[config.mk]
export PLATFORM = sky130hd
export DESIGN_NAME = lrck_monitor
export DESIGN_NICKNAME = d
export VERILOG_FILES = /design/src/rtl/uac2_pkg.sv /design/src/rtl/bit_sync.sv /design/src/rtl/lrck_monitor.sv
export SDC_FILE = /design/constraint.sdc
export NUM_CORES = 1
export LEC_CHECK = 0
export ABC_AREA = 1
export CAP_MARGIN = 30
export CORE_ASPECT_RATIO = 1.25
export CORE_UTILIZATION = 30
export CTS_CLUSTER_DIAMETER = 40
export CTS_CLUSTER_SIZE = 16
export DETAILED_ROUTE_END_ITERATION = 16
export PLACE_DENSITY = 0.48
export SKIP_LAST_GASP = 1
export SLEW_MARGIN = 20
export SYNTH_ARGS = -nofsm -noshare
export SYNTH_HDL_FRONTEND = slang
export SYNTH_HIERARCHICAL = 1
export SYNTH_SLANG_ARGS = --single-unit
[constraint.sdc]
create_clock -name clk -period 4.2 [get_ports clk]
set_input_delay 1.26 -clock clk [delete_from_list [all_inputs] [get_ports clk]]
set_output_delay 1.26 -clock clk [all_outputs]
set_load 0.02 [all_outputs]
[src/rtl/uac2_pkg.sv]
// Shared definitions for the UAC2 audio clocking blocks.
// Holds the LRCK monitor state encoding so other blocks and debug logic agree on it.
package uac2_pkg;

    typedef enum logic [1:0] {
        ST_IDLE    = 2'd0,
        ST_MEASURE = 2'd1,
        ST_LOCKED  = 2'd2
    } lrck_state_t;

endpackage

[src/rtl/bit_sync.sv]
// Multi-flop synchroniser for a single asynchronous level; STAGES cycles of latency.
// No handshake: the input is a free-running level, sampled every clk edge.
module bit_sync #(
    parameter int STAGES = 2
) (
    input  logic clk,
    input  logic rst,
    input  logic i_async,
    output logic o_sync
);

    logic [STAGES-1:0] r_chain;

    always_ff @(posedge clk) begin
        if (rst) begin
            r_chain <= '0;
        end else begin
            r_chain <= {r_chain[STAGES-2:0], i_async};
        end
    end

    assign o_sync = r_chain[STAGES-1];

endmodule

[src/rtl/lrck_monitor.sv]
// Tracks the LRCK period in clk cycles and declares lock after LOCK_COUNT matching frames.
// Rise seen SYNC_STAGES+1 edges after lrck_in is first sampled high; no backpressure.
import uac2_pkg::*;

module lrck_monitor #(
    parameter int SYNC_STAGES  = 2,
    parameter int PERIOD_WIDTH = 10,
    parameter int TOL          = 2,
    parameter int LOCK_COUNT   = 4
) (
    input  logic                    clk,
    input  logic                    rst,
    input  logic                    lrck_in,
    output logic                    frame_pulse,
    output logic                    locked,
    output logic [PERIOD_WIDTH-1:0] period
);

    localparam int MC_W   = $clog2(LOCK_COUNT + 1);
    localparam int FILL_W = $clog2(SYNC_STAGES + 1);
    localparam logic [PERIOD_WIDTH-1:0] CNT_MAX = '1;

    logic                    w_sync;
    logic                    r_hist;
    logic                    r_armed;
    logic [FILL_W-1:0]       r_fill;
    logic                    w_rise;
    logic                    w_timeout;
    logic                    w_match;
    logic [PERIOD_WIDTH-1:0] r_cnt;
    logic [PERIOD_WIDTH-1:0] r_last;
    logic [PERIOD_WIDTH-1:0] r_period;
    logic [PERIOD_WIDTH:0]   w_cap_x;
    logic [PERIOD_WIDTH:0]   w_last_x;
    logic [PERIOD_WIDTH:0]   w_diff;
    logic [MC_W-1:0]         r_mc;
    logic [MC_W-1:0]         w_mc_nxt;
    lrck_state_t             r_state;
    lrck_state_t             w_state_nxt;
    logic                    r_first;
    logic                    w_first_nxt;
    logic                    w_store_last;
    logic                    w_load_period;
    logic                    w_pulse;
    logic                    r_locked;

    bit_sync #(
        .STAGES (SYNC_STAGES)
    ) u_lrck_sync (
        .clk     (clk),
        .rst     (rst),
        .i_async (lrck_in),
        .o_sync  (w_sync)
    );

    // Edges are only trusted once the chain holds real samples and a low has been seen,
    // so an lrck_in already high when reset releases cannot fake a rise.
    always_ff @(posedge clk) begin
        if (rst) begin
            r_hist  <= 1'b0;
            r_fill  <= '0;
            r_armed <= 1'b0;
        end else begin
            r_hist <= w_sync;
            if (r_fill != FILL_W'(SYNC_STAGES)) begin
                r_fill <= r_fill + 1'b1;
            end else if (!w_sync) begin
                r_armed <= 1'b1;
            end
        end
    end

    assign w_rise    = w_sync & ~r_hist & r_armed;
    assign w_timeout = (r_cnt == CNT_MAX);

    always_ff @(posedge clk) begin
        if (rst) begin
            r_cnt <= '0;
        end else if (w_rise) begin
            r_cnt <= PERIOD_WIDTH'(1);
        end else if (!w_timeout) begin
            r_cnt <= r_cnt + 1'b1;
        end
    end

    // One extra bit keeps the absolute difference free of wrap-around.
    assign w_cap_x  = {1'b0, r_cnt};
    assign w_last_x = {1'b0, r_last};
    assign w_diff   = (w_cap_x >= w_last_x) ? (w_cap_x - w_last_x) : (w_last_x - w_cap_x);
    assign w_match  = (w_diff <= (PERIOD_WIDTH + 1)'(TOL));

    always_comb begin
        w_state_nxt   = r_state;
        w_mc_nxt      = r_mc;
        w_first_nxt   = r_first;
        w_store_last  = 1'b0;
        w_load_period = 1'b0;
        w_pulse       = 1'b0;
        if (w_timeout) begin
            w_state_nxt = ST_IDLE;
            w_mc_nxt    = '0;
            w_first_nxt = 1'b0;
        end else if (w_rise) begin
            unique case (r_state)
                ST_IDLE: begin
                    w_state_nxt = ST_MEASURE;
                    w_mc_nxt    = '0;
                    w_first_nxt = 1'b1;
                end
                ST_MEASURE: begin
                    w_store_last = 1'b1;
                    w_first_nxt  = 1'b0;
                    if (!r_first) begin
                        if (w_match) begin
                            w_mc_nxt = r_mc + 1'b1;
                            if (r_mc == MC_W'(LOCK_COUNT - 1)) begin
                                w_state_nxt   = ST_LOCKED;
                                w_load_period = 1'b1;
                            end
                        end else begin
                            w_mc_nxt = '0;
                        end
                    end
                end
                ST_LOCKED: begin
                    w_store_last = 1'b1;
                    if (w_match) begin
                        w_pulse       = 1'b1;
                        w_load_period = 1'b1;
                    end else begin
                        w_state_nxt = ST_MEASURE;
                        w_mc_nxt    = '0;
                        w_first_nxt = 1'b1;
                    end
                end
                default: begin
                    w_state_nxt = ST_IDLE;
                    w_mc_nxt    = '0;
                    w_first_nxt = 1'b0;
                end
            endcase
        end
    end

    always_ff @(posedge clk) begin
        if (rst) begin
            r_state  <= ST_IDLE;
            r_mc     <= '0;
            r_first  <= 1'b0;
            r_last   <= '0;
            r_period <= '0;
            r_locked <= 1'b0;
        end else begin
            r_state  <= w_state_nxt;
            r_mc     <= w_mc_nxt;
            r_first  <= w_first_nxt;
            r_locked <= (w_state_nxt == ST_LOCKED);
            if (w_store_last) begin
                r_last <= r_cnt;
            end
            if (w_load_period) begin
                r_period <= r_cnt;
            end
        end
    end

    assign frame_pulse = w_pulse;
    assign locked      = r_locked;
    assign period      = r_period;

endmodule

# After elaboration in Yosys (flattened, before gate mapping)
# Index checks and enable logic that the tools add are counted.
[totals]
ff_bits = 43
input_bits = 3
out_inout_bits = 12
elab_cells = 69
[op_classes]
n_addsub = 5
magnitude_cmp = 2
n_eq_ne = 9
muxes = 29
n_bitwise = 5
reduce_logical = 7
[ops]
columns = ["cell", "count"]
rows = [
  ["subtractor 10 x 10 -> 11 bit", 2],
  ["two-way mux 1 bit", 15],
  ["two-way mux 2 bit", 6],
  ["<= comparator 11 x 2 -> 1 bit (second input constant)", 1],
  ["two-way mux 11 bit", 1],
  ["adder 10 x 1 -> 10 bit (second input constant)", 1],
  ["== test 10 bit (second input constant)", 1],
  ["greater-or-equal comparator 10 bit", 1],
  ["two-way mux 3 bit", 3],
  ["inequality test 2 bit (second input constant)", 4],
  ["case mux 2 bit (3 select lines)", 1],
  ["case mux 3 bit (2 select lines)", 1],
  ["OR reduction 2 bit", 3],
  ["== test 2 bit (second input constant)", 2],
  ["case mux 1 bit (2 select lines)", 2],
  ["AND reduction 2 bit", 2],
  ["adder 3 x 1 -> 3 bit (second input constant)", 1],
  ["== test 3 x 2 -> 1 bit (second input constant)", 1],
  ["NOT 1 bit", 3],
  ["AND reduction 3 bit", 1],
  ["adder 2 x 1 -> 2 bit (second input constant)", 1],
  ["AND 1 bit", 2],
  ["== test 2 x 1 -> 1 bit (second input constant)", 1],
  ["logical NOT 2 bit", 1],
]

# Depth between registers and ports, before layout
[logic_depth]
ltp_word = 9
mapped_depth = 24
mapped_depth_nobuf = 23

# Modules after synthesis
# The synthesis kept the hierarchy.
[modules_own_cells]
columns = ["module", "n_inst", "cells_per_inst", "area_per_inst_um2", "seq_area_each_um2"]
rows = [
  ["lrck_monitor", 1, 495, 3213.1, 820.8],
  ["bit_sync", 1, 6, 55.1, 40.0],
]

# Worst setup path before layout
# OpenSTA, ideal clock, no wires.
[synth_path]
kind = "register -> output"
startpoint = "register r_cnt[6]"
endpoint = "output frame_pulse"
t_arrival_ps = 2479
t_required_ps = 2940
slack_ps = 461
path_stages_with_launch = 17
n_path_buf = 1
path_cell_list = "dfxtp_1 -> inv_1 -> ha_1 -> buf_6 -> nand2_2 -> inv_2 -> a21oi_2 -> nand2_2 -> nand2_4 -> nand2_8 -> nand2_1 -> inv_1 -> nor2_2 -> nand2_2 -> nor2_4 -> nand3_2 -> a211oi_1"
[synth_between]
elab_chain_len = 7
elab_cells_between_ends = 10
classes_between = "2 x add/sub; 2 x order compare; 1 x eq/ne; 5 x mux"
[synth_rtl]
columns = ["item", "line_no", "rtl"]
rows = [
  ["start: declaration", "lrck_monitor.sv:30", "logic [PERIOD_WIDTH-1:0] r_cnt;"],
  ["start signal: assignment", "lrck_monitor.sv:82", "r_cnt <= r_cnt + 1'b1;"],
  ["subtractor 10 x 10 -> 11 bit or greater-or-equal comparator 10 bit (tied branches)", "lrck_monitor.sv:89", "assign w_diff = (w_cap_x >= w_last_x) ? (w_cap_x - w_last_x) : (w_last_x - w_cap_x);"],
  ["two-way mux 11 bit", "lrck_monitor.sv:89", ""],
  ["<= comparator 11 x 2 -> 1 bit", "lrck_monitor.sv:90", "assign w_match = (w_diff <= (PERIOD_WIDTH + 1)'(TOL));"],
  ["two-way mux 1 bit", "lrck_monitor.sv:127", "if (w_match) begin"],
  ["two-way mux 1 bit", "lrck_monitor.sv:104", "unique case (r_state)"],
  ["two-way mux 1 bit", "lrck_monitor.sv:103", "end else if (w_rise) begin"],
  ["two-way mux 1 bit (*)", "lrck_monitor.sv:99", "if (w_timeout) begin"],
  ["end: declaration", "lrck_monitor.sv:14", "output logic frame_pulse,"],
]
# Every way passes the cells marked *; elsewhere a longest branch is shown, timed or not.

# Worst setup path in the final report
[layout_path]
startpoint = "register r_cnt[0]"
endpoint = "output frame_pulse"
# Same word-level chain as after synthesis.

==> impl_results.md <==
- Outcome: complete, no violations
- Hold Path Class: reg2reg
- Total track usage: between 15 and 20%
- Drt first-iter violations: 100
- Antenna violations before repair: 0
- Pleak: roughly 1.9 nW
- CTS tree: yes
- Max_cap viols: 0
- Row Count: 42
- Setup WS post-layout: ~0.25 ns
- Pre-CTS setup slack: -0.0260 ns
- I/O Pins: 15
- Placed Area: 3680 um^2
- Starting density of the core: a little under a third
- Avg Cell Area, Syn: between 6 and 7 um^2
- Clock Path Buffers: 2
- Slew headroom: about three fifths
- Hold path cells: 2
- Asr flop ratio synth: 0%
- Fin. Hold Viols: 0
- RSZ-0062 raised after global routing: false
- H-tree level count: 2
- Power per cell area: a little over 300 nW/um^2
- 1st-pass router iterations: 4
- Most used DFF post-synth: dfxtp_1
- FF-to-FF path depth: 21
- Wire length per cell: ~12 um
- Reg power frac: 35.9%
- Critical Path Start: r_cnt[0]$_SDFFE_PP0P_
- CP arrival: about 2.7 ns
- Critical path class: reg2out
- Max FO, Critical Path: 3
- Hold_sp: u_lrck_sync/r_chain[0]$_SDFF_PP0_
- Post-synth top area share: between 20% and 30%
- Max IR drop VDD: around 0.00034 V
- Routed Antenna Nets: 0
- Most frequent cells after synthesis: nand2_1, inv_1, dfxtp_1
- Util after Layout: 36.6%
- Vias per cell: between 4 and 5
- Footprint of the multi-input gates: between 1500 and 2000 um^2
- Cell count after synthesis: around 500
- WP data required: approximately 2.9 ns
- Worst skew pair latency: 0.29 ns
- CTS sink cnt: 43
- Final setup vio count: 0
- Overflow after GRT: 0
- Setup Fix Bufs, Post-CTS: 0
- Worst setup SP type: flop
- Die width: approximately 95 um
- GP Congestion: 0.808
- Period minus WS final: 3.95 ns
- Vias in the first global route: around 3000
- P_sw: around 330 uW
- Sequential cell area: around 860 um^2
- Layout cells sized above 1: 13.2%
- Ant diodes: 0
- RR Startpoint: r_cnt[0]$_SDFFE_PP0P_
- Switching share of power: 27.6%
- Die height: ~120 um
- DRC viols: 0
- Largest net degree at the start of global routing: 21
- Yosys cell types: 31
- HPWL after DPL: ~6600 um
- FF-to-FF setup slack: around 1.3 ns
- Synthesized area: approximately 3300 um^2
- Routed wire length: 8080 um
- Worst-path clk slew: roughly 0.070 ns
- Fill cell count: 1152
- IO Port Bufs: 14
- Reg2Reg Capture Point: period[5]$_SDFFE_PP0P_
- Skew final: ~0.0057 ns
- Via Count: just over 3000
- Post-Syn Nets: 534
- Die ar.: about 11000 um^2
- Area Overhead vs Synth: 18.8%
- Final #Nets: between 500 and 600
- Root buffer cell: clkbuf_16
- Critical path capture point type: output port
- Syn. warnings: 6
- Clk pwr share: around 43%
- WHS Endpoint: u_lrck_sync/r_chain[1]$_SDFF_PP0_
- Design Area, Final: 3880 um^2
- Core area: roughly 11000 um^2
- Pint: 866 uW
- Count leader, synth: nand2_1
- First-pass GRT wire length: approximately 14000 um
- Achievable clock frequency: ~250 MHz
- Number of flops mapped to enable cells by yosys: 0
- Post-synth top area cell: dfxtp_1
- Largest cells by area after synthesis: dfxtp_1, nand2_1, ha_1
- Fin crit share: 94.0%
- FF+latch count, synth: 43
- Max-slew violations: 0
- Worst slew pin tran: between 0.6 and 0.7 ns
- Hold_buf cts: 0
- Combinational fraction of design power: a little over a fifth
- Register area share after synthesis: a little over a quarter
- CTS Buf Count: 5
==> what timing repair did <==
action	CTS	global route
gates resized for setup	5	5
endpoints found under the setup margin	1	1
gates cloned	0	0
==> power groups by stage <==
stage	sequential [mW]	clock (mW)	combinational, mW
2_1_floorplan	0.440	0	0.189
3_3_place_gp	0.438	0	0.254
3_5_place_dp	0.439	0	0.256
4_1_cts	0.429	0.523	0.257
5_1_grt	0.431	0.537	0.295
6_report	0.430	0.512	0.255
==> through the flow <==
step           hold slack, ns  power (mW)  instances  TNS (ns)
6_report                0.410        1.20        671         0
3_3_place_gp            0.397       0.692        663   -0.0798
2_1_floorplan           0.388       0.629        501         0
5_1_grt                 0.446        1.26        671         0
3_5_place_dp            0.400       0.695        663   -0.0260
4_1_cts                 0.411        1.21        671         0
==> critical path, stage by stage, from the launching register on <==
cell and delay, ns:
dfxtp_1 0.37, ha_1 0.18, inv_1 0.07, fa_1 0.41, nand3_1 0.17, nand2_1 0.09, nand2_1 0.10, nand2_1 0.06
nand2_1 0.05, nand2_1 0.05, nor2_1 0.13, nand2_1 0.06, nand2_1 0.07, nand2_2 0.06, nor2_4 0.09, nand3_2 0.10
a211oi_2 0.16, buf_4 0.17
==> kinds of logic (layout without fill, tap and decap cells) <==
family | after synthesis | after routing | share of synthesized area [%]
xor gates and xnor gates | 10 | 10 | 2.68
DFF | 43 | 43 | 26.3
and+or+nand+nor | 251 | 251 | 35.2
buffers and inverters | 103 | 141 | 13.5
adders and majority gates | 30 | 30 | 11.9
AOI/OAI and AO/OA | 64 | 64 | 10.3
==> registers in the layout (all words and copies together), names as in the netlist <==
name / cells
r_armed: 1
r_cnt: 10
r_state: 2
r_fill: 2
r_hist: 1
r_mc: 3
u_lrck_sync/r_chain: 2
period: 10
r_last: 10
r_first: 1
locked: 1
==> layout by cell type (no fill, tap or decap) <==
cell,Yosys,layout
a211oi_1,4,3
a211oi_2,0,1
a21oi_1,40,40
a21oi_2,1,1
a31oi_1,2,2
and2_4,2,2
buf_4,1,27
bufinv_16,0,2
clkbuf_16,0,5
clkdlybuf4s50_1,0,13
clkinv_1,3,3
clkinvlp_4,0,1
dfxtp_1,43,43
fa_1,2,2
ha_1,28,28
inv_1,86,85
inv_2,4,5
nand2_1,138,138
nand2_2,8,8
nand2_4,3,3
nand2_8,1,1
nand3_1,34,32
nand3_2,5,7
nand3_4,1,1
nand4_1,4,4
nor2_1,40,40
nor2_2,2,2
nor2_4,3,3
nor3_1,8,8
o21ai_0,17,17
or2_2,2,2
xor2_1,10,10
==> routing by layer <==
| metal | part of all wire [%] | track usage (%) | vias up |
|---|---|---|---|
| li1 | - | - | 1628 |
| met5 | 0 | 0 | - |
| met2 | 50 | 26.8 | 53 |
| met4 | 2.4 | 7.67 | 0 |
| met3 | 2.4 | 1.99 | 13 |
| met1 | 45 | 18.1 | 1343 |
==> final cells by class <==
cell class | instances | share of cell area (%)
well taps | 132 | 4.26
inverters | 93 | 8.99
clock buffers | 5 | 3.22
clock inverters | 3 | 1.74
flip-flops and latches | 43 | 22.2
multi-input cells | 355 | 51.0
repair buffers | 40 | 8.58
==> worst max path at each step <==
stage / slack [ns] / endpoint
floorplan: 0.46 / frame_pulse
global placement: -0.08 / frame_pulse
detailed placement: -0.03 / frame_pulse
CTS: 0.09 / frame_pulse
global route: 0.02 / frame_pulse
finish: 0.25 / frame_pulse
Power figures use the tool's default switching activity.
==> variant, RTL diff (same flow settings) <==
Reset style: asynchronous (`rst`), changed in 4 clocked blocks.
--- a/src/rtl/bit_sync.sv
+++ b/src/rtl/bit_sync.sv
@@ -11,7 +11,7 @@
 
     logic [STAGES-1:0] r_chain;
 
-    always_ff @(posedge clk) begin
+    always_ff @(posedge clk or posedge rst) begin
         if (rst) begin
             r_chain <= '0;
         end else begin
--- a/src/rtl/lrck_monitor.sv
+++ b/src/rtl/lrck_monitor.sv
@@ -55,7 +55,7 @@
 
     // Edges are only trusted once the chain holds real samples and a low has been seen,
     // so an lrck_in already high when reset releases cannot fake a rise.
-    always_ff @(posedge clk) begin
+    always_ff @(posedge clk or posedge rst) begin
         if (rst) begin
             r_hist  <= 1'b0;
             r_fill  <= '0;
@@ -73,7 +73,7 @@
     assign w_rise    = w_sync & ~r_hist & r_armed;
     assign w_timeout = (r_cnt == CNT_MAX);
 
-    always_ff @(posedge clk) begin
+    always_ff @(posedge clk or posedge rst) begin
         if (rst) begin
             r_cnt <= '0;
         end else if (w_rise) begin
@@ -142,7 +142,7 @@
         end
     end
 
-    always_ff @(posedge clk) begin
+    always_ff @(posedge clk or posedge rst) begin
         if (rst) begin
             r_state  <= ST_IDLE;
             r_mc     <= '0;
Behaviour: no difference found for any inputs over 10 cycles, from zero or initial values and one cycle with rst high; that may be too few to reach the edited logic, so the function may still have changed.
==> variant against the original RTL <==
Area after synthesis decreased by 2.3%. Register-to-register slack got worse by 0.32 ns. Setup slack got worse by 0.026 ns. Final cell count decreased by 6.9%. Fmax decreased by 0.64%. Sequential cell count unchanged. Largest cell class unchanged. Critical path type unchanged. Wire length decreased by 3.2%. Final area decreased by 1.0%.
Power is not compared: it rests on default switching activity, and its combinational part moved more than twofold at a synthesized area within 25%.
==> variant: results (changes against the original RTL) <==
stage;metric;value;unit;change
drt;drt_iter0_markers;86;;-14%
setup_path;cp.arrival;2.71;ns;+0.02 ns
worst_hold_path;hold_depth;0;;-2
drt;wl_per_cell;12.5;um;+3.9%
yosys;yosysSeqAreaShare;33.7;%;+7.3 points
grt;grt_usage;15.6;%;+0.19 points
yosys;synthTopCellsByCount;nand2_1 (139), inv_1 (72), dfrtp_1 (43);;
place;gp_congestion;0.878;;+8.7%
worst_hold_path;min_from;u_lrck_sync/r_chain[0]$_DFF_PP0_;;
sta;fin_worst_skew;0.00598;ns;+0.000238 ns
place;hpwl;6.52;mm;-1.6%
grt;grt_start_max_net_pins;27;;+29%
setup_path;r2r-end;period[2]$_DFFE_PP0P_;;
sta;tightest_slew;0.689;ns;+0.0619 ns
setup_path;rrSetupSlack;1.01;ns;-0.32 ns
yosys;async_flop_share;100;%;+100 points
yosys;synth_nets;483;;-9.6%
worst_hold_path;hold_class;flip-flop to flip-flop;;
status;status;finished clean;;
yosys;synthFlopType;dfrtp_1;;
clock_network;clockBufferDepth;2;;unchanged
worst_hold_path;hold_path_end;u_lrck_sync/r_chain[1]$_DFF_PP0_;;
sta;timing.fmax;252;MHz;-0.64%
power;peakVddDrop;344;uV;
setup_path;crit_path_end;frame_pulse;;
yosys;synth_area_leaders;dfrtp_1 (34%), nand2_1 (16%), ha_1 (11%);;
yosys;yosysWarningCount;6;;unchanged
drt;dr_total_vias;2860;;-5.8%
setup_path;worstReg2RegStart;r_cnt[0]$_DFFE_PP0P_;;
yosys;synth.distinct_cells;29;;-6.5%
final_layout;fillers;1072;;-6.9%
setup_path;rr_worst_depth;23;;+9.5%
drt;first_pass_iters;4;;unchanged
final_layout;diodes;0;;unchanged
grt;grt_pass1_wl;13.4;mm;-0.82%
place;pre_cts_ws;-0.00862;ns;+0.0174 ns
setup_path;critPathKind;flip-flop to primary output;;
final_layout;nNetsFinal;528;;-7.5%
clock_network;cts_inserted_buffers;5;;unchanged
setup_path;crit_slowest_cell;dfrtp_1;;
final_layout;layout-drive-gt1-share;16.7;%;+3.6 points
==> variant: per-stage QoR <==
step	cells	hold WS, ns	TNS [ns]	cell area, um2
final	625	0.359	0	3840
after global routing	625	0.363	0	3840
after CTS	624	0.363	0	3830
after detailed placement	616	0.338	-0.00862	3680
after global placement	616	0.344	0	3680
after floorplan	450	0.331	0	3190
==> variant: timing repair <==
action                                  CTS  global route
endpoints found under the setup margin    1             1
buffers inserted                          0             1
pin swaps                                 0             0
resized for setup                         3             5
==> variant: power breakdown <==
group          internal, mW  switching (mW)  leakage [nW]
Combinational         0.673            1.10          1.36
Clock                 0.220           0.162        0.0669
Sequential            0.462          0.0474         0.569
Total                  1.35            1.30          2.00
==> variant: final cells by class <==
cell class                 count  area share (%)
clock buffer                   6            3.35
clock inverter                 2           0.326
inverter                      75            7.33
multi-input combinational    325            46.9
sequential                    43            28.0
tap                          129            4.20
timing repair buffer          45            9.90
==> variant: cells by family (layout without fill, tap and decap cells) <==
group	Yosys count	in the layout	share of synthesized area, %
adders and majority gates	30	30	12.2
DFF	43	43	33.7
and+or+nand+nor	235	235	32.2
xor gates and xnor gates	6	6	1.65
AOI/OAI and AO/OA	54	54	9.91
buffers and inverters	82	128	10.4
==> variant: worst max-delay path, delay by kind of cell (launching register included) <==
kind / cells / cell delay, ns
AND/OR/NAND/NOR: 13 / 1.13
adder cells (fa/ha/maj): 2 / 0.54
flip-flops: 1 / 0.42
buffers and inverters: 3 / 0.31
==> variant: per-layer routing <==
layer	GRT usage [%]	share of wire, %
met3	2.01	2.9
met1	17.2	41
met4	8.85	4.4
met5	0	0
met2	28.0	52
